[src/rtl/core_hazard_ctrl.sv]
// Decode-stage pipeline sequencer for KayRV32: load-use bubbles, branch flushes,
// and the event drain-and-halt sequence, plus a saturating stall-cycle counter.
module core_hazard_ctrl #(
    parameter int LOAD_LAT  = 1,
    parameter int DRAIN_CYC = 3,
    parameter int CNT_W     = 32
) (
    input  logic             i_Clk,
    input  logic             i_Rstn,
    input  logic [4:0]       i_Rs1,
    input  logic [4:0]       i_Rs2,
    input  logic             i_UseRs1,
    input  logic             i_UseRs2,
    input  logic             i_ExLoad,
    input  logic [4:0]       i_ExRd,
    input  logic             i_BrTaken,
    input  logic             i_Event,
    input  logic             i_Resume,
    output logic             o_HoldIF,
    output logic             o_StallEn,
    output logic             o_FlushEn,
    output logic             o_Halted,
    output logic [1:0]       o_State,
    output logic [CNT_W-1:0] o_StallCnt
);

    localparam int DMAX = (DRAIN_CYC > LOAD_LAT) ? DRAIN_CYC : LOAD_LAT;
    localparam int DW   = (DMAX > 1) ? $clog2(DMAX) : 1;
    localparam logic [DW-1:0] DRAIN_INIT = DW'(DRAIN_CYC - 1);
    localparam logic [DW-1:0] LDST_INIT  = DW'((LOAD_LAT > 1) ? (LOAD_LAT - 2) : 0);

    typedef enum logic [1:0] {
        RUN     = 2'd0,
        LDSTALL = 2'd1,
        DRAIN   = 2'd2,
        HALT    = 2'd3
    } state_e;

    state_e           state_q, state_d;
    logic [DW-1:0]    cnt_q, cnt_d;
    logic [CNT_W-1:0] stallCnt_q, stallCnt_d;
    logic             hazard;
    logic             hold, stall, flush, halted;

    assign hazard = i_ExLoad && (i_ExRd != 5'd0) &&
                    ((i_UseRs1 && (i_Rs1 == i_ExRd)) || (i_UseRs2 && (i_Rs2 == i_ExRd)));

    // A redirect always wins: it kills the ID instruction, so stalling it is pointless.
    always_comb begin
        state_d = state_q;
        cnt_d   = cnt_q;
        hold    = 1'b0;
        stall   = 1'b0;
        flush   = 1'b0;
        halted  = 1'b0;
        case (state_q)
            RUN: begin
                if (i_BrTaken) begin
                    flush = 1'b1;
                end else if (i_Event) begin
                    hold    = 1'b1;
                    stall   = 1'b1;
                    state_d = DRAIN;
                    cnt_d   = DRAIN_INIT;
                end else if (hazard) begin
                    hold  = 1'b1;
                    stall = 1'b1;
                    if (LOAD_LAT > 1) begin
                        state_d = LDSTALL;
                        cnt_d   = LDST_INIT;
                    end
                end
            end
            LDSTALL: begin
                if (i_BrTaken) begin
                    flush   = 1'b1;
                    state_d = RUN;
                end else begin
                    hold  = 1'b1;
                    stall = 1'b1;
                    if (cnt_q == '0) state_d = RUN;
                    else             cnt_d   = cnt_q - DW'(1);
                end
            end
            DRAIN: begin
                // A redirect here means the event itself was on the wrong path.
                if (i_BrTaken) begin
                    flush   = 1'b1;
                    state_d = RUN;
                end else begin
                    hold  = 1'b1;
                    stall = 1'b1;
                    if (cnt_q == '0) state_d = HALT;
                    else             cnt_d   = cnt_q - DW'(1);
                end
            end
            HALT: begin
                hold   = 1'b1;
                stall  = 1'b1;
                halted = 1'b1;
                if (i_Resume) state_d = RUN;
            end
            default: state_d = RUN;
        endcase
    end

    always_comb begin
        stallCnt_d = stallCnt_q;
        if (stall && (state_q != HALT) && (stallCnt_q != '1)) begin
            stallCnt_d = stallCnt_q + CNT_W'(1);
        end
    end

    always_ff @(posedge i_Clk) begin
        if (!i_Rstn) begin
            state_q    <= RUN;
            cnt_q      <= '0;
            stallCnt_q <= '0;
        end else begin
            state_q    <= state_d;
            cnt_q      <= cnt_d;
            stallCnt_q <= stallCnt_d;
        end
    end

    assign o_HoldIF   = i_Rstn && hold;
    assign o_StallEn  = i_Rstn && stall;
    assign o_FlushEn  = i_Rstn && flush;
    assign o_Halted   = i_Rstn && halted;
    assign o_State    = i_Rstn ? state_q : 2'd0;
    assign o_StallCnt = i_Rstn ? stallCnt_q : '0;

endmodule

[config.mk]
export PLATFORM = sky130hd
export DESIGN_NAME = core_hazard_ctrl
export DESIGN_NICKNAME = d
export VERILOG_FILES = /design/src/rtl/core_hazard_ctrl.sv
export SDC_FILE = /design/constraint.sdc
export NUM_CORES = 1
export LEC_CHECK = 0
export BUFFER_PORTS_ARGS = -buffer_cell sky130_fd_sc_hd__buf_2
export CORE_MARGIN = 2
export CORE_UTILIZATION = 40
export DETAILED_ROUTE_END_ITERATION = 8
export GPL_ROUTABILITY_DRIVEN = 0
export PLACE_DENSITY = 0.65
export SLEW_MARGIN = 15
export SYNTH_ARGS = -nofsm -noshare
export SYNTH_HDL_FRONTEND = slang
export SYNTH_SLANG_ARGS = --single-unit
[constraint.sdc]
create_clock -name i_Clk -period 2.65 [get_ports i_Clk]
set_input_delay 0.6625 -clock i_Clk [delete_from_list [all_inputs] [get_ports i_Clk]]
set_output_delay 0.6625 -clock i_Clk [all_outputs]
set_load 0.005 [all_outputs]
# Word-level counts from Yosys, hierarchy flattened
# Cells that the tools add are included.
totals:
  regBits: 36
  ramBits: 0
  rom_bits: 0
  out_inout_bits: 38
  latch_bits: 0
  mem_count: 0
  inputBits: 23
op_classes:
  n_lt_le_gt_ge: 0
  div_mod_pow: 0
  bitwise: 0
  n_eq_ne: 14
  shift: 0
  reduce_logical: 18
  n_mul: 0
  mux: 21
  n_addsub: 2
op_table:
  columns: ["operator", "count"]
  rows:
  - ["$add 32x1->32 const B", 1]
  - ["$mux 32", 1]
  - ["$ne 32x32->1 const B", 1]
  - ["$mux 2", 10]
  - ["$ne 2x2->1 const B", 6]
  - ["$eq 5x5->1", 2]
  - ["$reduce_and 5->1", 2]
  - ["$logic_and 1x1->1", 9]
  - ["$pmux 2 s4", 1]
  - ["$mux 1", 7]
  - ["$ne 3x3->1 const B", 2]
  - ["$reduce_bool 5->1", 1]
  - ["$eq 2x2->1 const B", 2]
  - ["$logic_not 2->1", 2]
  - ["$pmux 2 s2", 1]
  - ["$pmux 1 s3", 1]
  - ["$reduce_or 3->1", 1]
  - ["$eq 2x1->1 const B", 1]
  - ["$reduce_bool 2->1", 1]
  - ["$reduce_or 2->1", 1]
  - ["$sub 2x1->2 const B", 1]
  - ["$logic_or 1x1->1", 1]

# Depth between registers and ports, before layout
# Gate-level depths: netlist (run 1).
depth:
  word_depth: 10
  mapped_depth: 9
  mapped_depth_nobuf: 7

# Least setup slack after synthesis (run 1)
# Ideal clock, no wire load.
synth_path:
  path_kind: "input -> output"
  startpoint: "in i_Rs1[3]"
  endpoint: "out o_StallEn"
  arrival_time_ns: 2.091
  path_slack_ns: -0.104
  cell_stages: 9
  path_cell_list: "xnor2_1 -> nand4_1 -> o22ai_1 -> a31oi_1 -> clkbuf_1 -> buf_2 -> o22ai_1 -> and2_1 -> buf_4"
synth_via:
  elab_chain_len: 9
synth_rtl:
  columns: ["element", "line_no", "text"]
  rows:
  - ["start: declaration", "10", "input logic [4:0] i_Rs1,"]
  - ["$eq 5x5->1", "46", "((i_UseRs1 && (i_Rs1 == i_ExRd)) || (i_UseRs2 && (i_Rs2 == i_ExRd)));"]
  - ["$logic_and 1x1->1", "46", null]
  - ["$logic_or 1x1->1", "46", null]
  - ["$logic_and 1x1->1", "45", "assign hazard = i_ExLoad && (i_ExRd != 5'd0) &&"]
  - ["$mux 1 (3 in series)", null, null]
  - ["$pmux 1 s3", null, null]
  - ["$logic_and 1x1->1", null, null]
  - ["end: declaration", "20", "output logic o_StallEn,"]
# No other way between the ends.

# Worst setup path in the final report (run 1)
layout_path:
  startpoint: "in i_ExRd[3]"
  endpoint: "out o_HoldIF"
layout_via:
  elab_chain_len: 9
  word_cells_on_any_way: 13
layout_rtl:
  columns: ["element", "line_no", "text"]
  rows:
  - ["start: declaration", "15", "input logic [4:0] i_ExRd,"]
  - ["$eq 5x5->1", "46", null]
  - ["$logic_and 1x1->1", "46", null]
  - ["$logic_or 1x1->1", "46", null]
  - ["$logic_and 1x1->1 (*)", "45", null]
  - ["$mux 1 (*)", "65", "end else if (hazard) begin"]
  - ["$mux 1 (*)", "60", "end else if (i_Event) begin"]
  - ["$mux 1 (*)", "58", "if (i_BrTaken) begin"]
  - ["$pmux 1 s3 (*)", "56", "case (state_q)"]
  - ["$logic_and 1x1->1 (*)", "126", "assign o_HoldIF = i_Rstn && hold;"]
  - ["end: declaration", "19", "output logic o_HoldIF,"]
# Mark *: on every way between the ends. The rest lies on a longest branch, timed or not.

==> run_results.csv, run 1 <==
group,metric,value,unit
sta,rsz0062_at_grt,"false",
worst_setup_path,path_max_fanout,3,
route,vias,2298,
placement,dp_slack,0.116,ns
clock_tree,postCtsSetupBuffers,0,
worst_setup_path,worstSetupEndpointType,"primary output",
synth,synthSimpleGateAreaFrac,39.5,%
clock_tree,htree_levels,2,
worst_setup_path,crit_cells,8,
finish,drive_above_1_share,30.5,%
clock_tree,clock-sinks,36,
sta,setup_ws,0.203,ns
worst_setup_path,worst_r2r_endpoint,"stallCnt_q[11]",
global_route,antenna_found_initial,0,
floorplanning,fp.coreArea,5850,um2
route,drtPass1Iterations,4,
synth,synthTopCellsByCount,"42 x nor2_1, 36 x dfxtp_1, 29 x and2_1, 23 x mux2_2, 17 x nor3_1",
synth,synth_seq_cells,36,
floorplanning,fp.dieArea,6590,um2
global_route,grt_pass1_vias,2001,
worst_setup_path,crit_end,"o_HoldIF",
synth,synth_top_family_by_area,"simple AND/OR/NAND/NOR gates",
worst_setup_path,r2r_start,"state_q[1]",
sta,setup_viol_count_final,0,
hold_path,hold_path.class,"register to register",
synth,syn_nets,328,
synth,yosysMostFrequentCell,"nor2_1",
route,ant_nets,0,
synth,synth_compound_area_share,7.09,%
synth,yosys_warnings,0,
clock_tree,cts_hold_buf,0,
global_route,top_usage_layer,"met2",
worst_setup_path,crit_chain,"buf_2 -> xnor2_1 -> nand4_1 -> o22ai_1 -> a31oi_2 -> o22ai_1 -> and2_1 -> buf_2",
power_and_ir_drop,power,1230,uW
route,wl_per_cell,12.6,um
synth,yosysTopAreaCell,"dfxtp_1",
route,drt_iter0_drc,150,
floorplanning,core.rowCount,28,
sta,period_minus_slack,2.45,ns
power_and_ir_drop,p_per_area,426,nW/um2
finish,post-route-cell-area,2890,um2
clock_tree,insertion_delay,0.28,ns
route,drcViolationCount,0,
synth,synth.area.mux_share,11.7,%
placement,hpwl,4130,um
clock_tree,cts_tree,"built",
global_route,use_met1,24.1,%
global_route,grt_pass1_wl,9100,um
sta,maxSlewHeadroom,66.7,%
clock_tree,root_buffer,"clkbuf_8",
worst_setup_path,cp_top_family,"compound AO/OA/AOI/OAI gates",
synth,synth_cell_types,45,
worst_setup_path,path_class,"input pin to primary output",
global_route,grtUsageMet2,28.0,%
placement,io_buffer_count,60,
sta,max_freq,409,MHz
synth,synth_area_leaders,"dfxtp_1 30%, mux2_2 11%, and2_1 7.6%",
route,vias_per_cell,5.27,
finish,diodes,0,
worst_setup_path,cp.required,1.99,ns
synth,yosysTopAreaCellShare,30.3,%
worst_setup_path,critPathBufInv,2,
power_and_ir_drop,vdd_ir_drop_max,0.229,mV
finish,nNetsFinal,390,
clock_tree,cts_buffers,5,
power_and_ir_drop,p_leak,0.00127,uW
route,routed_wirelength,5520,um
global_route,grt_start_max_net_pins,41,
synth,synthFlopType,"dfxtp_1",
sta,skew,0.00618,ns
worst_setup_path,cp-startpoint,"i_ExRd[3]",
floorplanning,pin_count,61,
synth,syn_area,2380,um2
floorplanning,die_h,81.2,um
finish,area_growth,21.5,%
placement,placed_cell_area,2800,um2
worst_setup_path,crit_arrival,1.78,ns
sta,worst_slew_pin_slew,0.498,ns
clock_tree,cts_resized,0,
global_route,grt.total_usage,17.4,%
sta,drv_slew,0,
synth,yosys.area_share.adder,3.15,%
synth,async_reset_ff_share,0,%
clock_tree,ctsLongestPathBuffers,2,
finish,final.fill_count,588,
sta,finalHoldViolCount,0,
run_status,status,"completed",
clock_tree,clk_pin_slew_worst_paths,0.07,ns
worst_setup_path,slowest_delay,0.20,ns
synth,yosysSeqAreaShare,30.3,%
job,cap_violations,0,
global_route,grt_overflow,0,
worst_setup_path,slowest_stage,"o22ai_1",
synth,syn_inst,299,
sta,setup_tns,0,ns
synth,synth_area_per_cell,7.96,um2
floorplanning,start_util,40.7,%
synth,synth_edf_count,0,
sta,fin_crit_sh,92.3,%
worst_setup_path,worst_setup_path_start_kind,"input pin",
floorplanning,dieWidth,81.2,um
worst_setup_path,reg2reg_depth,8,
synth,synth_xor_area_share,3.68,%
sta,hold_ws,0.465,ns
worst_setup_path,reg2reg_slack,0.35,ns
global_route,met3_usage,3.44,%
final cells by class:
class	count	area, um2	area share, %
multi-input combinational	236	1560	53.8
sequential	36	721	24.9
timing repair buffer	71	383	13.2
clock buffer	7	96.3	3.33
tap	75	93.8	3.24
inverter	11	41.3	1.43
per-stage QoR:
stage	instances	util, %
floorplan	299	-
global placement	429	47.8
detailed placement	429	47.8
CTS	436	49.4
global route	436	49.4
finish	436	49.4
state kept, by name, summed over array words and instances, names as in the netlist:
name and flops:
cnt_q 2, stallCnt_q 32, state_q 2
cell families after synthesis:
group | Yosys count
flops | 36
mux | 25
compound gates | 27
fa+ha+maj | 6
xor+xnor | 10
simple gates | 168
buf+inv | 27
worst min path at each step:
stage / from / end / slack, ns / cells after the start
floorplan: cnt_q[0] / cnt_q[0] / 0.43 / 2
global placement: cnt_q[0] / cnt_q[0] / 0.44 / 2
detailed placement: cnt_q[0] / cnt_q[0] / 0.45 / 2
CTS: cnt_q[0] / cnt_q[0] / 0.47 / 2
global route: cnt_q[0] / cnt_q[0] / 0.48 / 2
finish: cnt_q[0] / cnt_q[0] / 0.46 / 2
cell usage in the layout (no fill, tap or decap), types with 7 or more instances in the layout:
master,Yosys,routed
and2_1,29,29
buf_2,3,60
nor3_1,17,17
dfxtp_1,36,36
clkbuf_8,0,7
nand3_1,12,12
a21oi_1,9,9
inv_1,11,11
nand4_1,14,14
nand2_1,16,16
mux2_2,23,23
nor2_1,42,42
xnor2_1,10,10
buf_4,1,11
where the power goes:
group          total, uW  internal (uW)  leakage [uW]  switching (uW)
Sequential           564            553      0.000291            10.8
Clock                419            232     0.0000503             187
Combinational        248            101      0.000933             147
Total               1230            886       0.00127             346
worst min-delay path, delay by kind of cell, from the launching register on:
family	cells	cell delay [ns]
DFF	1	0.31
and+or+nand+nor	1	0.06
AOI/OAI and AO/OA	1	0.05
metal layers:
layer,vias up,part of all wire [%]
met3,2,4.6
met2,62,46
li1,1184,-
met5,-,0
met4,0,0.49
met1,1050,49
No activity file was read; power rests on OpenSTA's default activity.
==> run 2, diff against run 1 <==
--- a/config.mk
+++ b/config.mk
@@ -7,11 +7,12 @@
 export LEC_CHECK = 0
 export BUFFER_PORTS_ARGS = -buffer_cell sky130_fd_sc_hd__buf_2
 export CORE_MARGIN = 2
-export CORE_UTILIZATION = 40
+export CORE_UTILIZATION = 48
 export DETAILED_ROUTE_END_ITERATION = 8
 export GPL_ROUTABILITY_DRIVEN = 0
-export PLACE_DENSITY = 0.65
+export PLACE_DENSITY = 0.76
 export SLEW_MARGIN = 15
 export SYNTH_ARGS = -nofsm -noshare
 export SYNTH_HDL_FRONTEND = slang
 export SYNTH_SLANG_ARGS = --single-unit
+export TNS_END_PERCENT = 10
==> run_results.csv, run 2 (same netlist as run 1, synthesis figures left out) <==
group,metric,value,unit
placement,hpwl,4250,um
placement,dp.cells,419,
worst_setup_path,path_max_fanout,4,
global_route,grt_pass1_vias,2119,
sta,skew,0.00576,ns
finish,layout_common_cells,"60 x buf_2, 42 x nor2_1, 36 x dfxtp_1",
finish,diodes,0,
placement,placed_cell_area,2780,um2
finish,post-route-cell-area,2880,um2
finish,drive_above_1_share,30.3,%
route,wl_per_cell,13.5,um
floorplanning,die_h,74.4,um
worst_setup_path,worst_setup_path_start_kind,"register",
worst_setup_path,cp.required,1.99,ns
floorplanning,fp.dieArea,5540,um2
route,ant_nets,0,
global_route,grt_start_max_net_pins,41,
worst_setup_path,slowest_delay,0.41,ns
sta,fin_crit_sh,93.9,%
clock_tree,htree_levels,2,
global_route,grt.total_usage,22.4,%
clock_tree,cts_resized,0,
finish,reg.largest.list,"stallCnt_q x32, cnt_q x2, state_q x2",
clock_tree,cts_buffers,5,
power_and_ir_drop,p_per_area,427,nW/um2
clock_tree,ctsLongestPathBuffers,2,
worst_setup_path,worstSetupEndpointType,"primary output",
clock_tree,clk_pin_slew_worst_paths,0.07,ns
job,cap_violations,0,
finish,largest_reg_flops,32,
floorplanning,dieWidth,74.4,um
route,drt_iter0_drc,262,
power_and_ir_drop,p_leak,0.00127,uW
global_route,antenna_found_initial,0,
sta,maxSlewHeadroom,69.0,%
worst_setup_path,path_class,"register to primary output",
worst_setup_path,crit_chain,"inv_1 -> ha_1 -> o21bai_1 -> buf_4 -> o22ai_1 -> and2_1 -> buf_2",
finish,final_cells,427,
route,routed_wirelength,5750,um
power_and_ir_drop,vdd_ir_drop_max,0.322,mV
clock_tree,cts_tree,"built",
sta,setup_tns,0,ns
finish,final_util,60.5,%
sta,hold_ws,0.463,ns
sta,finalHoldViolCount,0,
finish,final_common_cell,"buf_2",
route,drtPass1Iterations,4,
route,vias_per_cell,5.51,
clock_tree,clock-sinks,36,
route,drcViolationCount,0,
clock_tree,cts_hold_buf,0,
sta,rsz0062_at_grt,"false",
route,vias,2351,
clock_tree,root_buffer,"clkbuf_8",
finish,nNetsFinal,388,
sta,period_minus_slack,2.49,ns
floorplanning,fp.coreArea,4750,um2
floorplanning,core.rowCount,25,
run_status,status,"completed",
worst_setup_path,crit_arrival,1.83,ns
sta,max_freq,402,MHz
sta,drv_slew,0,
clock_tree,postCtsSetupBuffers,0,
sta,worst_slew_pin_slew,0.463,ns
sta,setup_viol_count_final,0,
finish,area_growth,20.8,%
finish,top_register,"stallCnt_q",
floorplanning,pin_count,61,
clock_tree,insertion_delay,0.29,ns
placement,io_buffer_count,60,
worst_setup_path,slowest_stage,"dfxtp_1",
floorplanning,start_util,50.1,%
global_route,grt_overflow,0,
global_route,grt_pass1_wl,9750,um
hold_path,hold_path.class,"register to register",
finish,final.fill_count,468,
-- run 2: changes by cell type in the layout (fill, tap and decap cells not counted), sizes merged --
| cell | change |
|---|---|
| buf | -2 |
| clkinv | +2 |
| clkbuf | -1 |
-- run 2: area by class of cell --
class	instances	area, um2	area share (%)
clock buffer	6	82.6	2.87
clock inverter	2	10.0	0.348
inverter	11	41.3	1.44
multi-input combinational	236	1560	54.2
sequential	36	721	25.1
tap	67	83.8	2.91
timing repair buffer	69	380	13.2
-- run 2: power breakdown --
group          switching, uW  internal, uW
clock                    200           207
sequential              11.8           553
combinational            150           105
total                    361           866
-- run 2: critical path, delay by kind of cell, from the launching register on --
family | cells | cell delay, ns
adder cells (fa/ha/maj) | 1 | 0.33
AND/OR/NAND/NOR | 1 | 0.17
flip-flops | 1 | 0.41
buffers and inverters | 3 | 0.39
AO/OA/AOI/OAI | 2 | 0.23
-- run 2: final timing paths --
path	start	end	slack, ns	depth (start not counted)
worst max-delay path	state_q[0]	o_HoldIF	0.16	7
worst min-delay path	cnt_q[0]	cnt_q[0]	0.46	2
worst max register to register	state_q[0]	stallCnt_q[28]	0.30	8
worst min register to register	cnt_q[0]	cnt_q[0]	0.46	2
-- run 2: metal layers --
layer	GRT usage, %	wire [um]
met2	34.5	2790
met4	8.53	68
met5	0	0
met3	3.93	243
met1	31.4	2650
-- run 2: through the flow --
stage	setup WS (ns)	total power [uW]
2_1_floorplan	0.0162	740
3_3_place_gp	0.0767	821
3_5_place_dp	0.116	828
4_1_cts	0.190	1230
5_1_grt	0.0665	1290
6_report	0.161	1230
